<file path="config.mk">
export PLATFORM = sky130hd
export DESIGN_NAME = fifo_flex_flat
export DESIGN_NICKNAME = d
export VERILOG_FILES = /design/src/rtl/fifo_flex_pkg.sv /design/src/rtl/fifo_flex_if.sv /design/src/rtl/fifo_flex_mem.sv /design/src/rtl/fifo_flex.sv /design/src/flat_wrapper.sv
export SDC_FILE = /design/constraint.sdc
export NUM_CORES = 1
export LEC_CHECK = 0
export CAP_MARGIN = 20
export CORE_UTILIZATION = 30
export CTS_BUF_LIST = sky130_fd_sc_hd__clkbuf_16
export CTS_CLUSTER_DIAMETER = 120
export DETAILED_ROUTE_END_ITERATION = 7
export SLEW_MARGIN = 30
export SYNTH_ARGS = -nofsm -noshare
export SYNTH_HDL_FRONTEND = slang
export SYNTH_SLANG_ARGS = --single-unit
</file>
<file path="constraint.sdc">
create_clock -name clk -period 5.9 [get_ports clk]
set_input_delay 1.18 -clock clk [delete_from_list [all_inputs] [get_ports clk]]
set_output_delay 1.18 -clock clk [all_outputs]
set_load 0.02 [all_outputs]
</file>
<file path="src/rtl/fifo_flex_pkg.sv">
// Shared types and parameter legality check for the flexible FIFO.
package fifo_pkg;

  typedef enum logic {FIFO_STD, FIFO_FWFT} fifo_mode_e;

  // DEPTH must be a power of two >= 2; thresholds must sit inside the occupancy range.
  function automatic bit fifo_params_ok(input int depth, input int afull, input int aempty);
    return (depth >= 2) && ((depth & (depth - 1)) == 0) &&
           (afull >= 1) && (afull <= depth) &&
           (aempty >= 0) && (aempty <= depth - 1);
  endfunction

endpackage

</file>
<file path="src/rtl/fifo_flex_if.sv">
// Producer/consumer bus of fifo_flex: master drives requests, slave (the FIFO) drives status.
interface fifo_flex_if #(
  parameter int DATA_WIDTH = 8,
  parameter int DEPTH      = 8
);
  localparam int CW = $clog2(DEPTH) + 1;

  logic                  wren;
  logic [DATA_WIDTH-1:0] i_data;
  logic                  rden;
  logic                  clr_err;
  logic [DATA_WIDTH-1:0] o_data;
  logic                  o_valid;
  logic                  full;
  logic                  empty;
  logic                  almost_full;
  logic                  almost_empty;
  logic [CW-1:0]         count;
  logic                  overflow;
  logic                  underflow;

  modport master (
    output wren, i_data, rden, clr_err,
    input  o_data, o_valid, full, empty, almost_full, almost_empty, count, overflow, underflow
  );

  modport slave (
    input  wren, i_data, rden, clr_err,
    output o_data, o_valid, full, empty, almost_full, almost_empty, count, overflow, underflow
  );
endinterface

</file>
<file path="src/rtl/fifo_flex_mem.sv">
// FIFO storage: DEPTH x DATA_WIDTH registers, synchronous write, asynchronous read, no reset.
module fifo_mem #(
  parameter int DATA_WIDTH = 8,
  parameter int DEPTH      = 8
)(
  input  logic                     clk,
  input  logic                     we_i,
  input  logic [$clog2(DEPTH)-1:0] waddr_i,
  input  logic [DATA_WIDTH-1:0]    wdata_i,
  input  logic [$clog2(DEPTH)-1:0] raddr_i,
  output logic [DATA_WIDTH-1:0]    rdata_o
);
  logic [DATA_WIDTH-1:0] mem_q [DEPTH];

  always_ff @(posedge clk) begin
    if (we_i) mem_q[waddr_i] <= wdata_i;
  end

  assign rdata_o = mem_q[raddr_i];
endmodule

</file>
<file path="src/rtl/fifo_flex.sv">
// Single-clock FIFO with STD/FWFT read modes, occupancy count, almost flags and sticky errors.
module fifo_flex
  import fifo_pkg::*;
#(
  parameter int         DATA_WIDTH    = 8,
  parameter int         DEPTH         = 8,
  parameter fifo_mode_e MODE          = FIFO_STD,
  parameter int         AFULL_THRESH  = DEPTH - 2,
  parameter int         AEMPTY_THRESH = 2
)(
  input logic        clk,
  input logic        rst_n,
  fifo_flex_if.slave bus
);
  localparam int AW = $clog2(DEPTH);
  localparam int PW = AW + 1;
  localparam logic [PW-1:0] DEPTH_C = PW'(DEPTH);
  localparam logic [PW-1:0] AF_C    = PW'(AFULL_THRESH);
  localparam logic [PW-1:0] AE_C    = PW'(AEMPTY_THRESH);

  if (!fifo_params_ok(DEPTH, AFULL_THRESH, AEMPTY_THRESH)) begin : g_bad_params
    $error("fifo_flex: illegal DEPTH or threshold parameters");
  end

  logic [PW-1:0]         wr_ptr_q, wr_ptr_d, rd_ptr_q, rd_ptr_d, cnt;
  logic                  overflow_q, overflow_d, underflow_q, underflow_d;
  logic                  full, empty, rd_acc, wr_acc;
  logic [DATA_WIDTH-1:0] rdata;

  // Extra pointer bit makes full (cnt == DEPTH) distinguishable from empty.
  assign cnt    = wr_ptr_q - rd_ptr_q;
  assign full   = (cnt == DEPTH_C);
  assign empty  = (cnt == '0);
  assign rd_acc = bus.rden & ~empty;
  assign wr_acc = bus.wren & (~full | rd_acc);

  always_comb begin
    wr_ptr_d    = wr_ptr_q + PW'(wr_acc);
    rd_ptr_d    = rd_ptr_q + PW'(rd_acc);
    overflow_d  = (overflow_q  & ~bus.clr_err) | (bus.wren & ~wr_acc);
    underflow_d = (underflow_q & ~bus.clr_err) | (bus.rden & empty);
  end

  always_ff @(posedge clk) begin
    if (!rst_n) begin
      wr_ptr_q    <= '0;
      rd_ptr_q    <= '0;
      overflow_q  <= 1'b0;
      underflow_q <= 1'b0;
    end else begin
      wr_ptr_q    <= wr_ptr_d;
      rd_ptr_q    <= rd_ptr_d;
      overflow_q  <= overflow_d;
      underflow_q <= underflow_d;
    end
  end

  // On full with a concurrent read, wr_ptr aliases rd_ptr: the old head is read out
  // asynchronously before the edge, the new word lands in the freed slot.
  fifo_mem #(
    .DATA_WIDTH (DATA_WIDTH),
    .DEPTH      (DEPTH)
  ) u_mem (
    .clk     (clk),
    .we_i    (wr_acc & rst_n),
    .waddr_i (wr_ptr_q[AW-1:0]),
    .wdata_i (bus.i_data),
    .raddr_i (rd_ptr_q[AW-1:0]),
    .rdata_o (rdata)
  );

  if (MODE == FIFO_STD) begin : g_std
    logic [DATA_WIDTH-1:0] o_data_q;
    logic                  o_valid_q;

    always_ff @(posedge clk) begin
      if (!rst_n) begin
        o_data_q  <= '0;
        o_valid_q <= 1'b0;
      end else begin
        o_valid_q <= rd_acc;
        if (rd_acc) o_data_q <= rdata;
      end
    end

    assign bus.o_data  = o_data_q;
    assign bus.o_valid = o_valid_q;
  end else begin : g_fwft
    assign bus.o_data  = rdata;
    assign bus.o_valid = ~empty;
  end

  assign bus.full         = full;
  assign bus.empty        = empty;
  assign bus.almost_full  = (cnt >= AF_C);
  assign bus.almost_empty = (cnt <= AE_C);
  assign bus.count        = cnt;
  assign bus.overflow     = overflow_q;
  assign bus.underflow    = underflow_q;
endmodule

</file>
<file path="src/flat_wrapper.sv">
// flat-port wrapper written by rule: the top's interface ports become plain ports
module fifo_flex_flat import fifo_pkg::*;
#(
  parameter int         DATA_WIDTH    = 8,
  parameter int         DEPTH         = 8,
  parameter fifo_mode_e MODE          = FIFO_STD,
  parameter int         AFULL_THRESH  = DEPTH - 2,
  parameter int         AEMPTY_THRESH = 2
)
  (clk, rst_n, bus_wren, bus_i_data, bus_rden, bus_clr_err, bus_o_data, bus_o_valid, bus_full, bus_empty, bus_almost_full, bus_almost_empty, bus_count, bus_overflow, bus_underflow);
  fifo_flex_if #(.DATA_WIDTH(DATA_WIDTH), .DEPTH(DEPTH)) bus_i ();
  input logic clk;
  input logic rst_n;
  input wire logic [$bits(bus_i.wren)-1:0] bus_wren;
  input wire logic [$bits(bus_i.i_data)-1:0] bus_i_data;
  input wire logic [$bits(bus_i.rden)-1:0] bus_rden;
  input wire logic [$bits(bus_i.clr_err)-1:0] bus_clr_err;
  output wire logic [$bits(bus_i.o_data)-1:0] bus_o_data;
  output wire logic [$bits(bus_i.o_valid)-1:0] bus_o_valid;
  output wire logic [$bits(bus_i.full)-1:0] bus_full;
  output wire logic [$bits(bus_i.empty)-1:0] bus_empty;
  output wire logic [$bits(bus_i.almost_full)-1:0] bus_almost_full;
  output wire logic [$bits(bus_i.almost_empty)-1:0] bus_almost_empty;
  output wire logic [$bits(bus_i.count)-1:0] bus_count;
  output wire logic [$bits(bus_i.overflow)-1:0] bus_overflow;
  output wire logic [$bits(bus_i.underflow)-1:0] bus_underflow;
  assign bus_i.wren = bus_wren;
  assign bus_i.i_data = bus_i_data;
  assign bus_i.rden = bus_rden;
  assign bus_i.clr_err = bus_clr_err;
  assign bus_o_data = bus_i.o_data;
  assign bus_o_valid = bus_i.o_valid;
  assign bus_full = bus_i.full;
  assign bus_empty = bus_i.empty;
  assign bus_almost_full = bus_i.almost_full;
  assign bus_almost_empty = bus_i.almost_empty;
  assign bus_count = bus_i.count;
  assign bus_overflow = bus_i.overflow;
  assign bus_underflow = bus_i.underflow;
  fifo_flex #(.DATA_WIDTH(DATA_WIDTH), .DEPTH(DEPTH), .MODE(MODE), .AFULL_THRESH(AFULL_THRESH), .AEMPTY_THRESH(AEMPTY_THRESH)) u_core (.clk(clk), .rst_n(rst_n), .bus(bus_i));
endmodule
</file>
==> results of run 1 <==
routing by layer:
layer	wire [um]	GRT usage	up-vias
met2	2860	0.178	39
li1	-	-	893
met5	0	0	-
met3	235	0.0347	8
met4	122	0.0571	0
met1	2990	0.151	907
cells in the final DEF, fill, tap and decap left out, types with 2 or more instances in the layout:
master           Yosys  routed
a21oi_1              3       3
nand2_1             22      22
mux2i_1              8       8
dfxtp_1             19      19
nand3b_1             2       2
nand3_1              3       3
clkinv_2             0       2
edfxtp_1            64      64
inv_1                9      10
clkbuf_16            0       9
nor4_1               2       2
nor2_1               7       7
xnor2_1              3       3
nand4_1              2       2
xor2_1               3       3
and2_1               4       4
mux4_2               8       8
buf_4                1       9
mux4_1               8       8
ha_1                 7       7
nor3_1               3       2
nor3b_1              2       2
clkdlybuf4s50_1      0      31
nor4b_2              0       2
mux2_2               8       8
cells by family after synthesis:
family	after synthesis	synth area share
DFF	83	0.657
AOI/OAI and AO/OA	11	0.0257
and+or+nand+nor	52	0.0747
xor gates and xnor gates	7	0.0197
muxes	32	0.160
adders and majority gates	8	0.0307
buffers and inverters	19	0.0318
flip-flops by register name, indices dropped and copies added (netlist names):
name / count
u_core.wr_ptr_q: 4
u_core.bus.underflow: 1
u_core.rd_ptr_q: 4
u_core.bus.overflow: 1
u_core.bus.o_data: 8
u_core.bus.o_valid: 1
u_core.u_mem.mem_q: 64
worst register-to-register path, cell delays in order, from the launching register on:
cell,delay [ps]
dfxtp_1,860
inv_1,110
ha_1,420
xor2_2,210
nand3_2,190
o31ai_4,560
inv_1,100
ha_1,230
ha_1,270
and2_1,150
per-stage QoR:
| step | hold WS (ps) | cell area [um^2] | worst slack (ps) | utilization |
|---|---|---|---|---|
| after global placement | 443 | 4000 | 1920 | 0.351 |
| after CTS | 465 | 4310 | 1510 | 0.377 |
| after floorplan | 535 | 3500 | 2410 | - |
| final | 460 | 4310 | 1570 | 0.377 |
| after global routing | 478 | 4310 | 1300 | 0.377 |
| after detailed placement | 456 | 4010 | 1860 | 0.351 |
how the worst min path moves through the flow:
stage,endpoint,cells past startpoint,start
6_report,u_core.bus.o_data[0],2,u_core.bus.o_data[0]
5_1_grt,u_core.bus.o_data[4],2,u_core.bus.o_data[4]
4_1_cts,u_core.bus.o_data[0],2,u_core.bus.o_data[0]
3_5_place_dp,u_core.bus.o_data[0],2,u_core.bus.o_data[0]
3_3_place_gp,u_core.bus.o_data[4],2,u_core.bus.o_data[4]
2_1_floorplan,u_core.bus.o_data[2],2,u_core.bus.o_data[2]
area by class of cell:
| class | count | area, um^2 | area share |
|---|---|---|---|
| tap | 143 | 179 | 0.0415 |
| clock buffer | 9 | 225 | 0.0523 |
| multi-input combinational | 110 | 1120 | 0.260 |
| inverter | 9 | 33.8 | 0.00784 |
| sequential | 83 | 2300 | 0.535 |
| timing repair buffer | 40 | 378 | 0.0877 |
| clock inverter | 7 | 68.8 | 0.0160 |
power groups by stage:
stage	registers (uW)	clock network, uW	logic [uW]
floorplan	746	0	374
global placement	727	0	598
detailed placement	729	0	610
CTS	716	560	613
global route	723	589	653
finish	715	551	604
==> results.yml, run 1 <==
grt:
  grtUsageTotal: 0.116
  antenna_found_initial: 0
  overflow: 0
  grt_max_degree: 29
  grt_pass1_wl_mm: 9.78
  grt_pass1_vias: 1830
clock_network:
  clockBufferDepth: 2
  cts_tree: "built"
  cts-buffers-inserted: 9
  clock_latency_ps: 330
  cts_max_level: 3
  cts_root_buffer: "clkbuf_16"
  cts_setup_buffers: 0
  postCtsHoldBufs: 0
  clk_pin_slew_ps: 60
  clock_sinks: 83
  cts_resized: 0
synthesis:
  syn_avg_cell_area_um2: 16.5
  synth_most_common_cell: "edfxtp_1"
  async_flop_share: 0
  yosysTopAreaCell: "edfxtp_1"
  synthCells: 212
  yosysTopAreaCellShare: 0.549
  synth_edf_count: 64
  synth-seq-cells: 83
  yosys_warnings: 0
  synth_fp_nets: 233
  syn_area_um2: 3500
  yosysSeqAreaShare: 0.657
  synthTopCellsByArea: "edfxtp_1, dfxtp_1, mux4_1, mux4_2, mux2_2"
  synthTopCellsByCount: "edfxtp_1, nand2_1, dfxtp_1, inv_1"
  ys.flop_type: "edfxtp_1"
  synth_cell_type_count: 38
setup_path:
  cpMaxStageDelayCell: "dfxtp_1"
  r2r-end: "u_core.rd_ptr_q[1]"
  timing.rr.start: "u_core.rd_ptr_q[2]"
  critPathTopFamily: "flip-flops"
  worstSetupEndpointType: "output pin"
  worstSetupStartpoint: "u_core.rd_ptr_q[2]"
  crit_cells: 7
  cp_max_fo: 19
  path_class: "reg2out"
  critPathLaunchType: "flop"
  critPathBufInv: 2
  r2r_slack_ps: 2690
  endpoint: "bus_almost_empty"
  required_ps: 4720
  worstPathArrival_ps: 3150
  ff2ff_path_depth: 9
  crit_chain: "inv_1 -> ha_1 -> and3b_1 -> o21ai_2 -> nand2_1 -> a211oi_1 -> clkdlybuf4s50_1"
  max_stage_delay_ps: 860
route:
  viasPerCell: 4.61
  first_pass_iters: 4
  drc: 0
  ant_nets: 0
  drt-initial-drc-count: 78
  vias: 1847
  wl_per_cell_um: 15.5
  wl_mm: 6.21
die:
  initial_core_util: 0.307
  core_area_um2: 11400
  dieHeight_um: 110
  io_pins: 32
  die_w_um: 110
  rows: 39
  die_area_um2: 12100
power_and_ir_drop:
  p_sw_uw: 573
  switching_share: 0.307
  intPower_uw: 1300
  power.leakage_uw: 0.00150
  power.clock.fraction: 0.295
  powerDensity_nw_per_um2: 434
  total_power_uw: 1870
  ir_drop_mv: 0.339
  pwr-share-comb: 0.323
  seqPwrFrac: 0.382
timing:
  setup_viol: 0
  setup_tns_ps: 0
  tightestPinTransition_ps: 835
  hold_viol_final: 0
  finalCriticalPeriod_ps: 4330
  maxSlewViolCount: 0
  finalCritPeriodShare: 0.734
  rsz0062_at_grt: "no"
  max_freq_mhz: 231
  skew_ps: 6.55
  slew_headroom: 0.443
placement:
  gp_congestion: 0.779
  numPortBuffers: 31
  place_inst: 385
  dpl.hpwl_mm: 4.05
flow_run:
  drv_cap: 0
layout:
  drive_above_1_share: 0.190
  nets: 274
  final_cells: 401
  fillers: 1087
  diodes: 0
  area.growth.synth_to_final_pct: 23.0
run_status:
  outcome: "complete, no violations"
hold_path:
  hp-class: "reg2reg"
(Power assumes the default switching activity.)
==> inputs of run 2 (changes only) <==
==> constraint.sdc (replaced) <==
create_clock -name clk -period 3.9 [get_ports clk]
set_input_delay 0.78 -clock clk [delete_from_list [all_inputs] [get_ports clk]]
set_output_delay 0.78 -clock clk [all_outputs]
set_load 0.02 [all_outputs]
==> results.yml, run 2 (synthesis results as in run 1) <==
run_status:
  outcome: "complete, no violations"
layout:
  largest_register: "u_core.u_mem.mem_q"
  diodes: 0
  final_cell_mix: "edfxtp_1, clkdlybuf4s50_1, nand2_1"
  fillers: 1072
  final_cells: 404
  area.growth.synth_to_final_pct: 23.4
  nets: 277
  multi_input_area_um2: 1110
  drive_above_1_share: 0.199
  layout_commonest_cell: "edfxtp_1"
  largest_reg_flops: 64
  design_area_um2: 4320
  ff_latch_area_um2: 2300
clock_network:
  postCtsHoldBufs: 0
  cts_root_buffer: "clkbuf_16"
  cts_setup_buffers: 0
  cts_resized: 0
  cts_tree: "built"
  cts-buffers-inserted: 9
  clock_latency_ps: 340
  cts_max_level: 3
  clk_pin_slew_ps: 60
  clockBufferDepth: 2
  clock_sinks: 83
timing:
  hold_viol_final: 0
  rsz0062_at_grt: "no"
  tightestPinTransition_ps: 520
  maxSlewViolCount: 0
  skew_ps: 6.33
  max_freq_mhz: 284
  setup_tns_ps: 0
  slew_headroom: 0.653
  finalCriticalPeriod_ps: 3520
  finalCritPeriodShare: 0.902
  layout_setup_ws_ps: 381
  setup_viol: 0
  hold_ws_ps: 455
setup_path:
  crit_chain: "ha_1 -> and3b_1 -> o21ai_2 -> nand2_1 -> a211oi_1 -> clkdlybuf4s50_1"
  worstSetupEndpointType: "output pin"
  max_stage_delay_ps: 650
  critPathLaunchType: "flop"
  r2r_slack_ps: 960
  path_class: "reg2out"
  worstPathArrival_ps: 2740
  cpMaxStageDelayCell: "clkdlybuf4s50_1"
  critPathBufInv: 1
  required_ps: 3120
  critPathTopFamily: "buffers and inverters"
  cp_max_fo: 10
power_and_ir_drop:
  power.leakage_uw: 0.00151
  switching_share: 0.307
  power.clock.fraction: 0.298
  powerDensity_nw_per_um2: 658
  seqPwrFrac: 0.379
  pwr-share-comb: 0.323
  p_sw_uw: 874
  ir_drop_mv: 0.475
  intPower_uw: 1970
die:
  dieHeight_um: 110
  core_area_um2: 11400
  initial_core_util: 0.307
  die_w_um: 110
  rows: 39
  die_area_um2: 12100
  io_pins: 32
placement:
  dpl.hpwl_mm: 3.99
  gp_congestion: 0.746
  place_inst: 388
  place_ws_ps: 707
  numPortBuffers: 31
  placed_area_um2: 4020
hold_path:
  hp-class: "reg2reg"
grt:
  grtUsageTotal: 0.117
  antenna_found_initial: 0
  overflow: 0
  grt_max_degree: 29
  grt_pass1_wl_mm: 9.83
  grt_pass1_vias: 1825
route:
  wl_per_cell_um: 15.4
  ant_nets: 0
  vias: 1845
  drc: 0
  viasPerCell: 4.57
  first_pass_iters: 4
  drt-initial-drc-count: 110
  wl_mm: 6.21
flow_run:
  drv_cap: 0
[run 2: cell types whose count changed in the layout (fill, tap and decap cells not counted)]
cell        before  now
inv_6            1    2
o31ai_2          0    1
buf_4            9   12
clkinvlp_4       1    2
nor3_1           2    3
clkinv_2         2    1
nor3_2           1    0
inv_1           10    9
o31ai_4          1    0
[run 2: worst min-delay path: cells and delay by family (launching register included)]
family	cells	cell delay (ps)
flops	1	300
simple gates	1	50
mux	1	50
[run 2: metal layers]
metal  vias up  GRT usage  wire [um]
met4         0     0.0667        136
li1        900          -          -
met1       898      0.144       2850
met2        39      0.184       2960
met3         8     0.0347        250
met5         -          0          0
[run 2: cell type report]
| cell class | count | area share |
|---|---|---|
| clock buffer | 9 | 0.0521 |
| clock inverter | 7 | 0.0177 |
| inverter | 9 | 0.00781 |
| multi-input combinational | 110 | 0.256 |
| sequential | 83 | 0.533 |
| tap | 143 | 0.0414 |
| timing repair buffer | 43 | 0.0926 |
[run 2: power groups by stage]
stage | logic [uW] | clock network (uW) | registers [uW]
detailed placement | 926 | 0 | 1100
finish | 920 | 848 | 1080
CTS | 930 | 865 | 1080
global placement | 914 | 0 | 1100
floorplan | 565 | 0 | 1130
global route | 992 | 898 | 1090
[run 2: path summary, 6_finish.rpt]
| path | endpoint | start | cells after the start |
|---|---|---|---|
| max reg2reg | u_core.wr_ptr_q[1] | u_core.rd_ptr_q[0] | 9 |
| max | bus_almost_empty | u_core.rd_ptr_q[0] | 6 |
| min reg2reg | u_core.bus.o_data[4] | u_core.bus.o_data[4] | 2 |
| min | u_core.bus.o_data[4] | u_core.bus.o_data[4] | 2 |
[run 2: stage by stage]
stage / util / total power [uW]
floorplan: - / 1690
global route: 0.379 / 2980
CTS: 0.379 / 2880
detailed placement: 0.352 / 2030
finish: 0.379 / 2850
global placement: 0.352 / 2010
==> inputs of run 3 (changes only) <==
--- a/config.mk
+++ b/config.mk
@@ -13,4 +13,5 @@
 export SLEW_MARGIN = 30
 export SYNTH_ARGS = -nofsm -noshare
 export SYNTH_HDL_FRONTEND = slang
+export SYNTH_HIERARCHICAL = 1
 export SYNTH_SLANG_ARGS = --single-unit
==> results.yml, run 3 <==
run_status:
  outcome: "complete, no violations"
clock_network:
  clockBufferDepth: 2
  cts_tree: "built"
  cts_root_buffer: "clkbuf_16"
  clk_pin_slew_ps: 60
  cts_resized: 0
  cts_max_level: 3
  clock_latency_ps: 330
  cts-buffers-inserted: 9
  cts_setup_buffers: 0
  postCtsHoldBufs: 0
  clock_sinks: 83
synthesis:
  synthAdderAreaFrac: 0.0308
  syn_area_um2: 3490
  yosysSeqAreaShare: 0.659
  syn_avg_cell_area_um2: 16.6
  muxShareOfSynthArea: 0.145
  synth_cell_type_count: 35
  yosysTopAreaCellShare: 0.550
  synth_edf_count: 64
  synth-compound-area-share: 0.0369
  synth-xor-area-share: 0.0197
  synthTopCellsByArea: "edfxtp_1, mux4_1, dfxtp_1, mux2_2, ha_1"
  synthCells: 211
  synth_most_common_cell: "edfxtp_1"
  synth_fp_nets: 232
  ys.flop_type: "edfxtp_1"
  synthSimpleGateAreaFrac: 0.0799
  synthTopCellsByCount: "edfxtp_1, dfxtp_1, mux4_1, nand2_1, nand3_1"
  synth_top_family_by_area: "multiplexers"
  async_flop_share: 0
  yosysTopAreaCell: "edfxtp_1"
  yosys_warnings: 6
  synth-seq-cells: 83
setup_path:
  critPathLaunchType: "flop"
  cp_max_fo: 10
  critPathBufInv: 2
  worstPathArrival_ps: 2950
  r2r_slack_ps: 1090
  critPathTopFamily: "buffers and inverters"
  path_class: "reg2out"
  worstSetupEndpointType: "output pin"
  timing.rr.start: "u_core/wr_ptr_q[0]"
  cpMaxStageDelayCell: "clkdlybuf4s50_1"
  max_stage_delay_ps: 690
  r2r-end: "u_core/rd_ptr_q[2]"
  required_ps: 3120
  crit_chain: "inv_1 -> ha_1 -> fa_1 -> xor2_1 -> nand3_2 -> a21oi_2 -> clkdlybuf4s50_1"
  ff2ff_path_depth: 10
power_and_ir_drop:
  power.clock.fraction: 0.293
  seqPwrFrac: 0.389
  intPower_uw: 1920
  p_sw_uw: 814
  ir_drop_mv: 0.434
  powerDensity_nw_per_um2: 639
  switching_share: 0.297
  power.leakage_uw: 0.00148
  pwr-share-comb: 0.318
die:
  die_area_um2: 12100
  core_area_um2: 11400
  io_pins: 32
  dieHeight_um: 110
  initial_core_util: 0.307
  rows: 39
  die_w_um: 110
timing:
  hold_viol_final: 0
  layout_setup_ws_ps: 172
  max_freq_mhz: 268
  skew_ps: 8.04
  rsz0062_at_grt: "no"
  maxSlewViolCount: 0
  setup_viol: 0
  finalCriticalPeriod_ps: 3730
  setup_tns_ps: 0
  finalCritPeriodShare: 0.956
  slew_headroom: 0.714
  tightestPinTransition_ps: 428
route:
  wl_per_cell_um: 16.2
  viasPerCell: 4.69
  drc: 0
  vias: 1887
  ant_nets: 0
  wl_mm: 6.52
  drt-initial-drc-count: 128
  first_pass_iters: 4
grt:
  antenna_found_initial: 0
  grtUsageTotal: 0.119
  grt_max_degree: 30
  grt_pass1_wl_mm: 10.0
  grt_pass1_vias: 1817
  overflow: 0
placement:
  place_ws_ps: 520
  dpl.hpwl_mm: 4.18
  numPortBuffers: 31
  gp_congestion: 0.772
layout:
  largest_reg_flops: 64
  largest_register: "u_core/u_mem/mem_q"
  area.growth.synth_to_final_pct: 22.7
  final_cell_mix: "edfxtp_1, clkdlybuf4s50_1, dfxtp_1"
  layout_commonest_cell: "edfxtp_1"
  diodes: 0
  finish.utilization: 0.377
  nets: 276
  drive_above_1_share: 0.151
hold_path:
  hp-class: "reg2reg"
  min-delay-start: "u_core/bus.o_data[1]"
  holdPathStages: 2
  hold_end: "u_core/bus.o_data[1]"
flow_run:
  drv_cap: 0
[run 3: logic make-up (layout without fill, tap and decap cells)]
kind of cell	after synthesis	count (layout)
multiplexers	24	24
buffers and inverters	18	66
AND/OR/NAND/NOR	52	52
adder cells (fa/ha/maj)	8	8
AO/OA/AOI/OAI	19	19
XOR/XNOR	7	7
flip-flops	83	83
[run 3: worst register-to-register path: cells and delay by family, from the launching register on]
| kind | cells | cell delay [ps] |
|---|---|---|
| AO/OA/AOI/OAI | 1 | 400 |
| adder cells (fa/ha/maj) | 4 | 1080 |
| buffers and inverters | 1 | 70 |
| XOR/XNOR | 2 | 420 |
| flip-flops | 1 | 420 |
| AND/OR/NAND/NOR | 2 | 320 |
[run 3: power by group through the flow]
stage	Sequential, uW	Clock [uW]	Combinational (uW)
after floorplan	1130	0	510
after global placement	1080	0	863
after detailed placement	1090	0	877
after CTS	1070	823	882
after global routing	1070	863	947
final	1070	802	871
[run 3: routing by layer]
layer	vias up	GRT usage	part of all wire	routed length (um)
met3	7	0.0498	0.051	333
met5	-	0	0	0
met4	0	0.0314	0.0074	48
li1	907	-	-	-
met1	921	0.151	0.48	3140
met2	52	0.188	0.46	3000
[run 3: final cells by class]
class	instances	area, um^2
Multi-Input combinational cell	110	1090
Tap cell	143	179
Clock buffer	9	225
Timing Repair Buffer	43	400
Sequential cell	83	2300
Clock inverter	6	58.8
Inverter	8	30.0
Fill cell	1065	7080
[run 3: worst max-delay path by stage]
stage,startpoint,endpoint,cells after the start,slack (ps)
final,u_core/wr_ptr_q[0],bus_empty,7,170
after global routing,u_core/wr_ptr_q[0],bus_empty,7,9
after CTS,u_core/wr_ptr_q[0],bus_empty,7,150
after detailed placement,u_core/wr_ptr_q[0],bus_empty,7,520
after global placement,u_core/wr_ptr_q[0],bus_empty,7,620
after floorplan,u_core/wr_ptr_q[0],bus_almost_empty,6,1120
[run 3: metrics by stage]
stage	cells	instance area, um^2	total power [uW]	hold slack [ps]
3_3_place_gp	387	4000	1940	448
6_report	402	4290	2740	469
4_1_cts	402	4290	2770	473
3_5_place_dp	387	4000	1960	463
5_1_grt	402	4290	2880	487
2_1_floorplan	211	3490	1640	545
